## src/rtl/si_tx_ctrl.sv

```systemverilog
// si_tx_ctrl: transmit controller for the serial interface.
// Buffers one parallel word in a holding register and sequences the
// parallel-load / shift-enable strobes of the downstream shift_reg so the word
// leaves LSB first, one bit every DIV clocks. Back-to-back words are chained
// with no idle bit by reloading the shift register in the last bit period.
module si_tx_ctrl #(
   parameter int SSIZE = 16,
   parameter int DIV   = 4
) (
   input  logic             rclk,
   input  logic             rrst_n,
   input  logic [SSIZE-1:0] tx_data,
   input  logic             tx_valid,
   output logic             tx_ready,
   output logic [SSIZE-1:0] sr_in,
   output logic             sr_load,
   output logic             sr_en,
   output logic             sr_frame,
   output logic             tx_done
);

   localparam int BIT_W = $clog2(SSIZE);
   localparam int DIV_W = (DIV > 1) ? $clog2(DIV) : 1;
   localparam logic [BIT_W-1:0] BIT_LAST = BIT_W'(SSIZE - 1);
   localparam logic [BIT_W-1:0] BIT_ONE  = BIT_W'(1);
   localparam logic [DIV_W-1:0] DIV_LAST = DIV_W'(DIV - 1);
   localparam logic [DIV_W-1:0] DIV_ONE  = DIV_W'(1);

   typedef enum logic {
      IDLE  = 1'b0,
      SHIFT = 1'b1
   } state_t;

   state_t             state_q, state_d;
   logic [SSIZE-1:0]   hold_q, hold_d;
   logic               hold_full_q, hold_full_d;
   logic [BIT_W-1:0]   bit_cnt_q, bit_cnt_d;
   logic [DIV_W-1:0]   div_cnt_q, div_cnt_d;

   logic               accept;
   logic               last_period;
   logic               last_bit;

   // Holding register is the only thing that looks at tx_valid/tx_data;
   // all strobes below decode purely from registered state.
   assign accept      = tx_valid && !hold_full_q;
   assign last_period = (state_q == SHIFT) && (div_cnt_q == DIV_LAST);
   assign last_bit    = (bit_cnt_q == BIT_LAST);

   assign tx_ready = !hold_full_q;
   assign sr_in    = hold_q;

   // Next-state and strobe decode for the IDLE/SHIFT sequencer and the hold register.
   always_comb begin
      state_d     = state_q;
      hold_d      = hold_q;
      hold_full_d = hold_full_q;
      bit_cnt_d   = bit_cnt_q;
      div_cnt_d   = div_cnt_q;
      sr_load     = 1'b0;
      sr_en       = 1'b0;
      sr_frame    = 1'b0;
      tx_done     = 1'b0;

      case (state_q)
         IDLE: begin
            if (hold_full_q) begin
               sr_load   = 1'b1;
               bit_cnt_d = '0;
               div_cnt_d = '0;
               state_d   = SHIFT;
            end
         end
         SHIFT: begin
            sr_frame = 1'b1;
            if (last_period) begin
               // With DIV=1 every SHIFT cycle lands here, so div_cnt stays at 0.
               div_cnt_d = '0;
               if (!last_bit) begin
                  sr_en     = 1'b1;
                  bit_cnt_d = bit_cnt_q + BIT_ONE;
               end else begin
                  tx_done   = 1'b1;
                  bit_cnt_d = '0;
                  if (hold_full_q) begin
                     // Chain the next word: reload instead of shifting, frame stays high.
                     sr_load = 1'b1;
                  end else begin
                     // Final shift empties the shift register so sr_out idles at 0.
                     sr_en   = 1'b1;
                     state_d = IDLE;
                  end
               end
            end else begin
               div_cnt_d = div_cnt_q + DIV_ONE;
            end
         end
         default: state_d = IDLE;
      endcase

      // A load drains the holding register; accept and drain never coincide
      // because a drain needs hold_full_q=1, which blocks accept.
      if (sr_load) begin
         hold_full_d = 1'b0;
      end
      if (accept) begin
         hold_full_d = 1'b1;
         hold_d      = tx_data;
      end
   end

   // State register with asynchronous active-low reset.
   always_ff @(posedge rclk or negedge rrst_n) begin
      if (!rrst_n) begin
         state_q     <= IDLE;
         hold_q      <= '0;
         hold_full_q <= 1'b0;
         bit_cnt_q   <= '0;
         div_cnt_q   <= '0;
      end else begin
         state_q     <= state_d;
         hold_q      <= hold_d;
         hold_full_q <= hold_full_d;
         bit_cnt_q   <= bit_cnt_d;
         div_cnt_q   <= div_cnt_d;
      end
   end

endmodule

```

## config.mk

```make
export PLATFORM = sky130hd
export DESIGN_NAME = si_tx_ctrl
export DESIGN_NICKNAME = d
export VERILOG_FILES = /design/src/rtl/si_tx_ctrl.sv
export SDC_FILE = /design/constraint.sdc
export NUM_CORES = 1
export LEC_CHECK = 0
export ABC_AREA = 1
export CORE_MARGIN = 5
export CORE_UTILIZATION = 46
export CTS_CLUSTER_DIAMETER = 40
export DETAILED_ROUTE_END_ITERATION = 10
export PLACE_DENSITY = 0.84
export SLEW_MARGIN = 20
export SYNTH_ARGS = -nofsm -noshare
export SYNTH_HDL_FRONTEND = slang
export SYNTH_SLANG_ARGS = --single-unit
```

## constraint.sdc

```tcl
create_clock -name rclk -period 2 [get_ports rclk]
set_input_delay 0.4 -clock rclk [delete_from_list [all_inputs] [get_ports rclk]]
set_output_delay 0.4 -clock rclk [all_outputs]
set_load 0.01 [all_outputs]
```

Word level (Yosys, flattened, before mapping) --
Cells that the tools add are included.
Storage, ports and cells: register bits after elaboration 24, input port bits 19
Operators by class: add/subtract/negate cells 2, eq/ne operators 4, multiplexer cells 24, bitwise logic cells 1, reduce and logical (&&, ||, !) cells 5
Operators by type and width (number):
- 1-bit two-way mux | 15
- 4-bit two-way mux | 3
- 4-bit case mux with 2 select lines | 1
- 4-bit by 1-bit adder with 4-bit output, second input constant | 1
- 4-bit == test, second input constant | 1
- 2-bit two-way mux | 2
- 1-bit case mux with 2 select lines | 2
- 2-bit case mux with 2 select lines | 1
- 2-bit by 1-bit adder with 2-bit output, second input constant | 1
- 2-bit == test, second input constant | 1
- 1-bit logical AND | 2
- 2-bit by 1-bit != test with 1-bit output, second input constant | 1
- 2-bit != test, second input constant | 1
- 2-bit AND reduction | 1
- 2-bit nonzero test | 1
- 1-bit zero test | 1
- 1-bit inverter | 1

Longest topological paths before layout --
depth in word-level cells 6, depth in mapped cells 7, depth with buffers taken out 7

Least setup slack after synthesis --
Ideal clock, no wire load.
path type register -> output, start point reg bit_cnt_q[0], end point out sr_en, arrival time 0.944 ns, data required time 1.600 ns, slack 0.656 ns, cell stages (with the launch flop) 5, path buffers 0, cells stage by stage dfrtp_1 -> ha_1 -> nand2_1 -> nor2_1 -> a21oi_1
Between the ends: longest elaborated chain between the ends 4
RTL lines:
- from (decl) | RTL line 37 | logic [BIT_W-1:0] bit_cnt_q, bit_cnt_d;
- from (signal assigned) | RTL line 124 | bit_cnt_q <= bit_cnt_d;
- 4-bit == test | RTL line 48 | assign last_bit = (bit_cnt_q == BIT_LAST);
- 1-bit two-way mux | RTL line 79 | if (!last_bit) begin
- 1-bit two-way mux | RTL line 76 | if (last_period) begin
- 1-bit two-way mux | RTL line 65 | case (state_q)
- to (decl) | RTL line 17 | output logic sr_en,
Every way passes these cells.

Worst setup path after layout --
Ends and elaborated chain as after synthesis.

==> flow_summary.html <==
<table>
<tr><th>Metric</th><th>Value</th></tr>
<tr><th colspan="2">Placed design</th></tr>
<tr><td>Detailed Place HPWL</td><td>1.899 mm</td></tr>
<tr><td>Final Wtd Congestion</td><td>0.8536</td></tr>
<tr><td>Placed cell count</td><td>186</td></tr>
<tr><td>Pre-CTS worst setup slack</td><td>~0.09 ns</td></tr>
<tr><td>I/O Buffers</td><td>39</td></tr>
<tr><th colspan="2">Clocking</th></tr>
<tr><td>TritonCTS clock tree</td><td>built</td></tr>
<tr><td>Maximum clock insertion buffer count</td><td>2</td></tr>
<tr><td>Clock Root Buffer</td><td>sky130_fd_sc_hd__clkbuf_4</td></tr>
<tr><td>Clock latency on the worst-skew pair</td><td>0.30 ns</td></tr>
<tr><td>Quantity of hold-fixing buffers added after cts</td><td>0</td></tr>
<tr><td># H-tree levels</td><td>1</td></tr>
<tr><td>Clock Pin Slew Worst Setup and Hold Paths</td><td>approximately 0.13 ns</td></tr>
<tr><td>Number of sinks on the clock net</td><td>24</td></tr>
<tr><td>TritonCTS Buffers</td><td>3</td></tr>
<tr><th colspan="2">Synthesis</th></tr>
<tr><td>Post-synthesis cell area</td><td>1089 sq um</td></tr>
<tr><td>Ys async rst share</td><td>100.0%</td></tr>
<tr><td>Synth area leaders</td><td>sky130_fd_sc_hd__dfrtp_1 (55%), sky130_fd_sc_hd__nand2_1 (17%), sky130_fd_sc_hd__nand3_2 (7.4%), sky130_fd_sc_hd__nand3_1 (6.0%), sky130_fd_sc_hd__buf_6 (3.1%)</td></tr>
<tr><td>Seq/Total Area, Yosys</td><td>a little under three fifths</td></tr>
<tr><td>Number of warnings printed during yosys synthesis</td><td>0</td></tr>
<tr><td>Mean post-synth cell area</td><td>8.996 sq um</td></tr>
<tr><td>Fraction of synthesized cell area taken by the top area cell type</td><td>55.17%</td></tr>
<tr><td>Cell type with the highest aggregate area in the netlist</td><td>sky130_fd_sc_hd__dfrtp_1</td></tr>
<tr><td>Dominant synthesized flop cell</td><td>sky130_fd_sc_hd__dfrtp_1</td></tr>
<tr><td>Number of enable-type register cells in the synthesized netlist</td><td>0</td></tr>
<tr><td>Synthesized flop and latch total</td><td>24</td></tr>
<tr><td>Count of mapped cells out of synthesis</td><td>121</td></tr>
<tr><td>Net count of the mapped netlist</td><td>142</td></tr>
<tr><td>Unique masters post-synth</td><td>16</td></tr>
<tr><td>Top post-synthesis cells by count</td><td>sky130_fd_sc_hd__nand2_1 (49), sky130_fd_sc_hd__dfrtp_1 (24), sky130_fd_sc_hd__nand3_1 (13)</td></tr>
<tr><td>Most repeated cell in the gate-level netlist after synthesis</td><td>sky130_fd_sc_hd__nand2_1</td></tr>
<tr><th colspan="2">Floorplanning</th></tr>
<tr><td>Vertical extent of the die</td><td>just under 60 microns</td></tr>
<tr><td>Die Span X</td><td>between 50 and 60 microns</td></tr>
<tr><td>Die Footprint</td><td>3439 sq um</td></tr>
<tr><td>Placeable core area</td><td>2233 sq um</td></tr>
<tr><td># rows</td><td>17</td></tr>
<tr><td>Starting density of the core</td><td>48.74%</td></tr>
<tr><td>I/O pin count</td><td>40</td></tr>
<tr><th colspan="2">STA</th></tr>
<tr><td>Final count of negative-setup-slack endpoints</td><td>0</td></tr>
<tr><td>Crit share post-route</td><td>91.42%</td></tr>
<tr><td>Worst hold slack</td><td>0.4390 ns</td></tr>
<tr><td>Fin worst setup slack</td><td>0.1716 ns</td></tr>
<tr><td>Transition time at the pin with the least slew margin</td><td>0.3346 ns</td></tr>
<tr><td>Relative slew slack</td><td>77.62%</td></tr>
<tr><td>Max frequency</td><td>546.9 MHz</td></tr>
<tr><td>Hold violation count in the final report</td><td>0</td></tr>
<tr><td>Final Critical Period</td><td>1.828 ns</td></tr>
<tr><td>Setup skew after layout</td><td>0.005376 ns</td></tr>
<tr><td>Unrepaired setup endpoints after global routing</td><td>no</td></tr>
<tr><td>Max-slew violation total from the final report</td><td>0</td></tr>
<tr><td>Total negative setup slack</td><td>0 ns</td></tr>
<tr><th colspan="2">Critical path</th></tr>
<tr><td>CP max FO</td><td>3</td></tr>
<tr><td>Endpoint of the most critical register-to-register path</td><td>sr_in[10]</td></tr>
<tr><td>Data arrival time at the worst-slack endpoint</td><td>around 1.4 ns</td></tr>
<tr><td>Data required, critical path</td><td>1.60 ns</td></tr>
<tr><td>Worst setup path category</td><td>reg2out</td></tr>
<tr><td>Reg2Reg Launch Point</td><td>hold_full_q</td></tr>
<tr><td>Element type at the critical path start</td><td>flop</td></tr>
<tr><td>Worst Reg-to-Reg Cells</td><td>5</td></tr>
<tr><td>Critical path capture point type</td><td>output port</td></tr>
<tr><td>Reg-to-reg setup timing slack</td><td>0.65 ns</td></tr>
<tr><th colspan="2">Route</th></tr>
<tr><td>Drt wl/cell</td><td>13.10 microns</td></tr>
<tr><td>Per-cell via count in the routed design</td><td>5.005</td></tr>
<tr><td>Iteration-0 DRC count of the detailed router</td><td>22</td></tr>
<tr><td>Drt total wl</td><td>2.528 mm</td></tr>
<tr><td>Total iterations of the first detailed-routing run</td><td>4</td></tr>
<tr><td>Post-route DRC violation count</td><td>0</td></tr>
<tr><td>DRT antenna net count</td><td>0</td></tr>
<tr><td>Number of vias in the routed layout</td><td>966</td></tr>
<tr><th colspan="2">Final layout</th></tr>
<tr><td>Share of layout cells above drive strength 1</td><td>15.15%</td></tr>
<tr><td>Number of non-filler instances in the completed layout</td><td>193</td></tr>
<tr><td>Area overhead of the layout relative to synthesis</td><td>45.17%</td></tr>
<tr><td>Number of fill cells</td><td>182</td></tr>
<tr><td>Number of nets in the final layout</td><td>between 150 and 200</td></tr>
<tr><td>Antenna Cells</td><td>0</td></tr>
<tr><td>Layout Utilization</td><td>70.76%</td></tr>
<tr><th colspan="2">Power and ir drop</th></tr>
<tr><td>Worst voltage drop across the vdd grid</td><td>0.0006814 V</td></tr>
<tr><td>Total power density per cell area</td><td>around 1000 nW/um^2</td></tr>
<tr><td>Static leakage</td><td>0.7656 nW</td></tr>
<tr><th colspan="2">Global route</th></tr>
<tr><td>Residual overflow from global routing</td><td>0</td></tr>
<tr><td>Number of global-route vias before repair</td><td>935</td></tr>
<tr><td>Global-route wire length before repair</td><td>4.146 mm</td></tr>
<tr><td>Maximum number of pins on one net before global-route repair</td><td>25</td></tr>
<tr><td>Number of antenna violations at the first check in global routing</td><td>0</td></tr>
<tr><td>Overall Global Routing Usage</td><td>15.51%</td></tr>
<tr><th colspan="2">Run</th></tr>
<tr><td>Number of max-capacitance violations reported</td><td>0</td></tr>
<tr><th colspan="2">Min path</th></tr>
<tr><td>Type of the most critical hold path</td><td>in2async</td></tr>
<tr><th colspan="2">Outcome</th></tr>
<tr><td>Result of the run</td><td>complete, no violations</td></tr>
</table>
final cells by class:
class / instances / area, sq um / area share (%)
clock buffer: 3 / 22.52 / 1.425
tap: 28 / 35.03 / 2.217
clock inverter: 1 / 30.03 / 1.900
inverter: 5 / 18.77 / 1.188
sequential: 24 / 600.6 / 38.00
timing repair buffer: 45 / 440.4 / 27.87
multi-input combinational: 87 / 432.9 / 27.40
worst max-delay path, cell delays in order (launching register included):
cell	delay [ns]
sky130_fd_sc_hd__dfrtp_1	0.41
sky130_fd_sc_hd__ha_2	0.20
sky130_fd_sc_hd__nand2_1	0.09
sky130_fd_sc_hd__nor2_2	0.05
sky130_fd_sc_hd__a21oi_1	0.11
sky130_fd_sc_hd__dlygate4sd2_1	0.28
power breakdown:
group | switching (mW) | internal, mW | leakage, nW
Combinational | 0.271 | 0.301 | 0.444
Clock | 0.135 | 0.202 | 0.0279
Sequential | 0.0775 | 0.607 | 0.294
Total | 0.483 | 1.11 | 0.766
how the worst max path moves through the flow:
stage / from / to / slack, ns / depth (start not counted)
floorplan: bit_cnt_q[0] / sr_en / 0.66 / 4
global placement: bit_cnt_q[0] / sr_load / 0.16 / 6
detailed placement: bit_cnt_q[0] / sr_load / 0.09 / 6
CTS: div_cnt_q[0] / sr_load / 0.02 / 6
global route: bit_cnt_q[1] / sr_load / 0.04 / 6
finish: bit_cnt_q[0] / sr_en / 0.17 / 5
cells in the final DEF (no fill, tap or decap), drive strengths merged:
master,n
dlygate4sd2,2
nand2,50
nor2,7
a21oi,2
buf,6
clkdlybuf4s50,36
inv,5
nand3,21
bufinv,1
o21ai,4
dfrtp,24
ha,2
clkbuf,4
nand4,1
per-layer routing:
| metal | up-vias | GRT usage [%] | wire [microns] |
|---|---|---|---|
| li1 | 476 | - | - |
| met1 | 459 | 20.61 | 1131 |
| met2 | 29 | 26.00 | 1229 |
| met3 | 2 | 3.070 | 149 |
| met4 | 0 | 3.883 | 18 |
| met5 | - | 0 | 0 |
through the flow:
| step | power [mW] | area (sq um) |
|---|---|---|
| after floorplan | 0.9512 | 1089 |
| after global placement | 1.192 | 1503 |
| after detailed placement | 1.224 | 1503 |
| after CTS | 1.596 | 1574 |
| after global routing | 1.711 | 1580 |
| final | 1.593 | 1580 |
flip-flops by register name (all words and copies together), names as in the netlist:
| name | flops |
|---|---|
| sr_in | 16 |
| bit_cnt_q | 4 |
| div_cnt_q | 2 |
| hold_full_q | 1 |
| state_q | 1 |
what timing repair did:
item	CTS	global route
setup buffers	3	0
gates resized for setup	3	6
endpoints found under the setup margin	3	2
cell families (layout without fill, tap and decap cells):
family                   count (synthesis)  in the layout  synth area share (%)
AND/OR/NAND/NOR                         79             79                 33.79
flip-flops                              24             24                 55.17
buffers and inverters                   10             54                 5.976
AO/OA/AOI/OAI                            6              6                 2.758
adder cells (fa/ha/maj)                  2              2                 2.298
(Power assumes the default switching activity.)
